<file path="src/rtl/mux_scan_n.sv">
// rtl/mux_scan_n.sv - N-channel W-bit registered mux with manual select and timed auto-scan
//
// Ports:
//   clk   - system clock, rising edge
//   rst   - synchronous active-high reset
//   din   - packed channel data, channel k = din[k*W +: W]
//   sel   - channel index applied by load
//   load  - single-cycle request to jump to channel sel (ignored if sel >= N)
//   mode  - 0 = manual hold, 1 = round-robin scan (sampled every cycle)
//   o     - registered data of the channel on ch
//   ch    - registered index of the channel currently on o
//   valid - set by the first legal load, cleared only by reset
//   wrap  - one-cycle pulse when the scan advances from channel N-1 to 0
module mux_scan_n #(
    parameter int N     = 4,
    parameter int W     = 2,
    parameter int DWELL = 8,
    parameter int SELW  = (N > 1) ? $clog2(N) : 1
) (
    input  logic            clk,
    input  logic            rst,
    input  logic [N*W-1:0]  din,
    input  logic [SELW-1:0] sel,
    input  logic            load,
    input  logic            mode,
    output logic [W-1:0]    o,
    output logic [SELW-1:0] ch,
    output logic            valid,
    output logic            wrap
);

    localparam int CW = $clog2(DWELL) + 1;

    localparam logic [SELW-1:0] CH_LAST  = SELW'(N - 1);
    localparam logic [CW-1:0]   CNT_LAST = CW'(DWELL - 1);

    typedef enum logic [1:0] {
        IDLE   = 2'd0,
        MANUAL = 2'd1,
        SCAN   = 2'd2
    } state_t;

    state_t          state_q, state_d;
    logic [SELW-1:0] ch_q, ch_d;
    logic [CW-1:0]   cnt_q, cnt_d;
    logic [W-1:0]    o_q, o_d;
    logic            valid_q, valid_d;
    logic            wrap_q, wrap_d;

    logic            load_ok;
    logic [W-1:0]    ch_data;

    // Out-of-range selects (only possible when N is not a power of two)
    // are dropped entirely.
    assign load_ok = load && (32'(sel) < N);

    // Next-state and next-output logic.
    always_comb begin
        state_d = state_q;
        ch_d    = ch_q;
        cnt_d   = cnt_q;
        valid_d = valid_q;
        wrap_d  = 1'b0;

        case (state_q)
            IDLE: begin
                if (load_ok) begin
                    ch_d    = sel;
                    cnt_d   = '0;
                    valid_d = 1'b1;
                    state_d = mode ? SCAN : MANUAL;
                end
            end

            MANUAL: begin
                if (load_ok) begin
                    ch_d = sel;
                end
                if (mode) begin
                    state_d = SCAN;
                    cnt_d   = '0;
                end
            end

            SCAN: begin
                if (!mode) begin
                    state_d = MANUAL;
                    cnt_d   = '0;
                    if (load_ok) begin
                        ch_d = sel;
                    end
                end else if (load_ok) begin
                    // Load wins over a dwell advance landing on the same edge.
                    ch_d  = sel;
                    cnt_d = '0;
                end else if (cnt_q == CNT_LAST) begin
                    cnt_d = '0;
                    if (ch_q == CH_LAST) begin
                        ch_d   = '0;
                        wrap_d = 1'b1;
                    end else begin
                        ch_d = ch_q + 1'b1;
                    end
                end else begin
                    cnt_d = cnt_q + 1'b1;
                end
            end

            default: begin
                state_d = IDLE;
                ch_d    = '0;
                cnt_d   = '0;
            end
        endcase
    end

    // Data of the channel ch will hold after this edge, so o and ch stay
    // coherent. Compare-and-select avoids indexing past N-1.
    always_comb begin
        ch_data = '0;
        for (int k = 0; k < N; k++) begin
            if (ch_d == SELW'(k)) begin
                ch_data = din[k*W +: W];
            end
        end
    end

    always_comb begin
        o_d = (state_d == IDLE) ? '0 : ch_data;
    end

    always_ff @(posedge clk) begin
        if (rst) begin
            state_q <= IDLE;
            ch_q    <= '0;
            cnt_q   <= '0;
            o_q     <= '0;
            valid_q <= 1'b0;
            wrap_q  <= 1'b0;
        end else begin
            state_q <= state_d;
            ch_q    <= ch_d;
            cnt_q   <= cnt_d;
            o_q     <= o_d;
            valid_q <= valid_d;
            wrap_q  <= wrap_d;
        end
    end

    assign o     = o_q;
    assign ch    = ch_q;
    assign valid = valid_q;
    assign wrap  = wrap_q;

endmodule

</file>
<file path="config.mk">
export PLATFORM = sky130hd
export DESIGN_NAME = mux_scan_n
export DESIGN_NICKNAME = d
export VERILOG_FILES = /design/src/rtl/mux_scan_n.sv
export SDC_FILE = /design/constraint.sdc
export NUM_CORES = 1
export LEC_CHECK = 0
export ABC_AREA = 1
export CAP_MARGIN = 25
export CORE_MARGIN = 3
export CORE_UTILIZATION = 43
export CTS_BUF_LIST = sky130_fd_sc_hd__clkbuf_4
export CTS_CLUSTER_SIZE = 25
export DETAILED_ROUTE_END_ITERATION = 12
export HOLD_SLACK_MARGIN = 0.15
export PLACE_DENSITY_LB_ADDON = 0.08
export SYNTH_ARGS = -nofsm -noshare
export SYNTH_HDL_FRONTEND = slang
export SYNTH_SLANG_ARGS = --single-unit
</file>
<file path="constraint.sdc">
create_clock -name clk -period 1.5 [get_ports clk]
set_input_delay 0.3 -clock clk [delete_from_list [all_inputs] [get_ports clk]]
set_output_delay 0.3 -clock clk [all_outputs]
set_load 0.02 [all_outputs]
</file>
==> reports/results.tsv, run 1 <==
metric	value	unit
status	completed	
CTS H-tree lvls	1	
Max-cap violations	0	
slew margin rel.	0.822	
Die ar.	0.00222	mm^2
DPL Wire Length	1390	um
R2R depth	10	
largest net degree at the start of global routing	11	
crit end category	flip-flop	
power per cell area	691	mW/mm^2
Net Count, Synth	121	
CP arrival	1600	ps
reg2reg start	cnt_q[0]$_SDFFE_PP0P_	
TritonCTS clock tree	yes	
CP endpoint	o[1]$_SDFF_PP0_	
clk buf depth	2	
Setup Total Neg Slack	0	ps
GP Congestion	0.834	
n_diodes	0	
gr ovfl total	0	
period utilization	0.942	
gr usage total	0.192	
Antenna Nets Post-Route	0	
Area growth, synth to finish	53.3	%
RSZ-0062 raised after global routing	true	
P_leak	0.567	nW
violation count after the first detailed-route iteration	12	
R2R Setup Slk	90	ps
Site Rows	14	
Routed WL per cell	11.0	um
Power Total	0.769	mW
Worst Skew	4.67	ps
IO Port Bufs	19	
dominant cell type by area after synthesis	dfxtp_1	
Starting Density	0.471	
post-synthesis cell area	726	um^2
antenna violations before repair	0	
Setup WS post-layout	86.5	ps
Synth Warn #	0	
I/O pins	20	
worst-skew pair later-pin latency	280	ps
Max Freq	0.707	GHz
layout cells sized above 1	0.310	
Avg Cell Area, Syn	6.91	um^2
Setup-failing EPs final	0	
Seq/Total Area, Yosys	0.331	
core footprint	0.00154	mm^2
detailed-route DRC error count	0	
hold violation count in the final report	0	
Synth top area share	0.331	
minimum clock period	1410	ps
Pre-antenna DRT Iters	4	
die height	47.1	um
Crit Path Category	in -> reg	
final wirelength	1780	um
Num CTS Buffers	3	
cells after synthesis	105	
vias in the first global route	712	
actual slew at the worst max-slew pin	266	ps
Post-Place Cells	155	
CP required	1690	ps
synth unique cells	23	
Max FO, Critical Path	6	
DR vias	775	
fin nets	162	
CTS Root Cell	clkbuf_4	
post-synthesis register bit count	12	
peak supply drop	0.442	mV
HP Class	in -> reg	
Die W	47.1	um
Worst Setup Start Kind	input port	
worst reg2reg endpoint	o[1]$_SDFF_PP0_	
Hold Buf Count CTS	0	
Clock transition at path regs	80	ps
Synth area leaders	dfxtp_1 33%, inv_1 9.3%, nand2_1 9.3%, nand3_1 5.5%, nand3_2 5.5%	
# clock sinks	12	
first-pass GRT wire length	2990	um
DP Worst Slack	-243	ps
non-filler instance count after layout	161	
final hold slack	368	ps
CP startpoint	load	
Final Max Tran Viols	0	
DR vias/cell	4.81	
==> worst min-delay path by stage <==
stage / from / depth (start not counted) / slack (ps) / endpoint
2_1_floorplan: mode / 1 / 380 / state_q[0]$_SDFF_PP0_
3_3_place_gp: valid$_SDFFE_PP0P_ / 2 / 460 / valid$_SDFFE_PP0P_
3_5_place_dp: valid$_SDFFE_PP0P_ / 2 / 500 / valid$_SDFFE_PP0P_
4_1_cts: valid$_SDFFE_PP0P_ / 2 / 520 / valid$_SDFFE_PP0P_
5_1_grt: mode / 3 / 390 / state_q[0]$_SDFF_PP0_
6_report: mode / 3 / 370 / state_q[0]$_SDFF_PP0_
==> cells by family (layout without fill, tap and decap cells) <==
kind of cell             Yosys count  after routing  share of synthesized area
AO/OA/AOI/OAI                     13             13                      0.116
AND/OR/NAND/NOR                   54             54                      0.395
flip-flops                        12             12                      0.331
adder cells (fa/ha/maj)            2              2                     0.0345
buffers and inverters             24             64                      0.124
==> repair_timing <==
| action | CTS | global route |
|---|---|---|
| endpoints found under the setup margin | 4 | 5 |
| resized for setup | 4 | 8 |
| pin swaps | 0 | 3 |
| setup buffers | 0 | 2 |
==> per-stage QoR <==
stage | instance area, um^2 | util
floorplan | 726 | -
global placement | 1050 | 0.683
detailed placement | 1050 | 0.683
CTS | 1070 | 0.696
global route | 1110 | 0.722
finish | 1110 | 0.722
==> Yosys cell counts, drive strengths merged <==
library cell   n
a31oi          2
o21bai         1
nor3           2
clkbuf         1
nand3         12
nand3b         1
a211oi         1
nor4           3
dfxtp         12
nand2         23
nand4          1
nor2          12
ha             2
inv           23
a21oi          8
a221oi         1
==> state kept, by name, indices dropped and copies added, names as in the netlist <==
| name | flops |
|---|---|
| o | 2 |
| wrap | 1 |
| ch | 2 |
| cnt_q | 4 |
| state_q | 2 |
| valid | 1 |
==> critical path, cell delays in order <==
cell and delay, ps:
clkdlybuf4s50_1 440, inv_2 120, nand3_1 100, o21bai_1 180, nor2_2 60, nand2_2 120
nand2_1 60, nand3_1 60, nand3_1 60, nand2_1 60, inv_1 30
==> layer usage <==
metal | track usage | share of wire | vias up
met2 | 0.287 | 0.46 | 15
met1 | 0.268 | 0.49 | 337
met4 | 0.0994 | 0.016 | 0
met3 | 0.0230 | 0.032 | 4
li1 | - | - | 419
met5 | 0 | 0 | -
==> final cells by class <==
cell class / instances / area, um^2
clock buffers: 3 / 22.5
clock inverters: 1 / 3.75
fillers: 140 / 429
inverters: 23 / 86.3
multi-input cells: 69 / 408
flip-flops and latches: 12 / 244
well taps: 16 / 20.0
repair buffers: 37 / 328
==> report_power, final <==
part / switching [mW] / leakage [nW] / total [mW] / internal, mW
Sequential: 0.0107 / 0.0998 / 0.344 / 0.334
Combinational: 0.104 / 0.452 / 0.210 / 0.107
Clock: 0.118 / 0.0154 / 0.214 / 0.0964
Total: 0.232 / 0.567 / 0.769 / 0.537
==> placed cells by master (no fill, tap or decap), drive strengths merged <==
cell type,n
a211oi,1
a21oi,8
a221oi,1
a31oi,2
buf,18
clkbuf,3
clkdlybuf4s50,12
clkinv,1
dfxtp,12
dlygate4sd2,4
dlymetal6s2s,3
ha,2
inv,23
nand2,23
nand3,12
nand3b,1
nand4,1
nor2,12
nor3,2
nor4,3
o21bai,1
Note: power is estimated with default switching activity, not from simulation.
==> run 2: changes to the inputs <==
--- a/config.mk
+++ b/config.mk
@@ -6,8 +6,7 @@
 export NUM_CORES = 1
 export LEC_CHECK = 0
 export ABC_AREA = 1
-export CAP_MARGIN = 25
-export CORE_MARGIN = 3
+export CORE_MARGIN = 1
 export CORE_UTILIZATION = 43
 export CTS_BUF_LIST = sky130_fd_sc_hd__clkbuf_4
 export CTS_CLUSTER_SIZE = 25
==> reports/results.tsv, run 2 (synthesized netlist as in run 1, its figures left out) <==
metric	value	unit	change
Site Rows	14		unchanged
CTS Root Cell	clkbuf_4		
status	completed		
Largest register FFs	4		unchanged
n_diodes	0		unchanged
highest-count cells in the layout ignoring fill and taps	18 x inv_1, 18 x nand2_1, 14 x buf_4, 12 x clkdlybuf4s50_1, 10 x dfxtp_1		
TritonCTS clock tree	yes		
GP Congestion	0.818		-2.0%
Pre-antenna DRT Iters	6		+2
Power Total	0.748	mW	-2.7%
P_leak	0.560	nW	-1.3%
largest net degree at the start of global routing	11		unchanged
Final Max Tran Viols	0		unchanged
Crit Path Category	in -> reg		
final wirelength	1790	um	+0.62%
non-filler instance count after layout	157		-2.5%
DPL Wire Length	1420	um	+1.9%
vias in the first global route	735		+3.2%
largest register by flop count	cnt_q		
Worst path max stage delay	430	ps	about the same
Die ar.	0.00186	mm^2	-16%
Starting Density	0.471		unchanged
Worst path most repeated cell	nand3_1		
CP required	1680	ps	about the same
fin area	0.00108	mm^2	-2.5%
violation count after the first detailed-route iteration	23		+11
RSZ-0062 raised after global routing	true		
Worst Setup Start Kind	input port		
power per cell area	690	mW/mm^2	-0.18%
Area growth, synth to finish	49.5	%	
minimum clock period	1460	ps	+46.5 ps
Hold Buf Count CTS	0		unchanged
first-pass GRT wire length	3030	um	+1.4%
Worst Skew	6.02	ps	+1.35 ps
crit end category	flip-flop		
layout cells sized above 1	0.284		-0.0267
clk buf depth	2		unchanged
detailed-route DRC error count	0		unchanged
slew margin rel.	0.820		-0.00195
Clock transition at path regs	70	ps	about the same
core footprint	0.00154	mm^2	unchanged
Setup Total Neg Slack	0	ps	unchanged
fin nets	158		-2.5%
antenna violations before repair	0		unchanged
actual slew at the worst max-slew pin	269	ps	+2.92 ps
gr usage total	0.224		+0.0319
DR vias/cell	4.86		+0.96%
Antenna Nets Post-Route	0		unchanged
peak supply drop	0.686	mV	+55%
Setup-failing EPs final	0		unchanged
I/O pins	20		unchanged
Routed WL per cell	11.4	um	+3.2%
Die W	43.1	um	-8.5%
Num CTS Buffers	3		unchanged
die height	43.1	um	-8.5%
Max FO, Critical Path	6		unchanged
Post-Place Cells	153		-1.3%
Fill cells	133		-5.0%
worst path cell trace	clkdlybuf4s50_1 -> inv_2 -> nand3_1 -> o21bai_1 -> nor2_2 -> nand2_2 -> nand2_1 -> nand3_1 -> nand3_1 -> nand2_1 -> inv_1		
Max Freq	0.685	GHz	-3.2%
period utilization	0.973		+0.0310
Worst Path Buf+Inv	3		unchanged
HP Class	in -> reg		
gr ovfl total	0		unchanged
Slowest-stage cell, CP	clkdlybuf4s50_1		
# clock sinks	12		unchanged
DR vias	763		-1.5%
CTS H-tree lvls	1		unchanged
CP arrival	1640	ps	+40 ps
Post-CTS Setup Bufs	0		unchanged
final hold slack	375	ps	+6.93 ps
Worst path top cell family by delay	buffers and inverters		
hold violation count in the final report	0		unchanged
Area after DPL	0.00104	mm^2	-1.4%
IO Port Bufs	19		unchanged
worst-skew pair later-pin latency	270	ps	about the same
Max-cap violations	0		unchanged
## run 2: worst paths after layout
kind / startpoint / end / slack (ps) / cells after the start
setup / recovery: load / o[1]$_SDFF_PP0_ / 40 / 11
hold reg to reg: valid$_SDFFE_PP0P_ / valid$_SDFFE_PP0P_ / 480 / 2
hold / removal: mode / state_q[0]$_SDFF_PP0_ / 370 / 3
setup reg to reg: cnt_q[0]$_SDFFE_PP0P_ / o[1]$_SDFF_PP0_ / 40 / 10
## run 2: per-layer routing
metal / track usage / share of wire / up-vias
met5: 0 / 0 / -
met4: 0.0727 / 0.011 / 0
met3: 0.0766 / 0.052 / 2
met2: 0.346 / 0.45 / 18
met1: 0.290 / 0.49 / 332
li1: - / - / 411
## run 2: where the power goes
group	internal, mW	total [mW]	leakage [nW]	switching [mW]
Clock	0.0964	0.201	0.0154	0.105
Combinational	0.0985	0.202	0.445	0.103
Sequential	0.334	0.345	0.0993	0.0114
Total	0.529	0.748	0.560	0.220
## run 2: what timing repair did
action,in CTS,in global routing
pin swaps,2,3
gates cloned,0,0
gates resized for setup,4,7
setup endpoints to repair,4,5
## run 2: area by class of cell
class / instances / area [um^2] / area share
clock buffer: 3 / 22.5 / 0.0208
inverter: 23 / 86.3 / 0.0796
sequential: 12 / 243 / 0.224
clock inverter: 1 / 3.75 / 0.00346
tap: 16 / 20.0 / 0.0185
multi-input combinational: 69 / 408 / 0.376
timing repair buffer: 33 / 302 / 0.278
## run 2: through the flow
stage | setup WS [ps] | utilization
after floorplan | 121 | -
final | 40.0 | 0.704
after global placement | -243 | 0.673
after CTS | 0.371 | 0.689
after global routing | -79.4 | 0.704
after detailed placement | -273 | 0.673
## run 2: worst reg2reg max path: cells and delay by family, from the launching register on
kind | cells | cell delay, ps
AO/OA/AOI/OAI | 1 | 220
adder cells (fa/ha/maj) | 1 | 150
buffers and inverters | 1 | 40
flip-flops | 1 | 350
AND/OR/NAND/NOR | 7 | 590
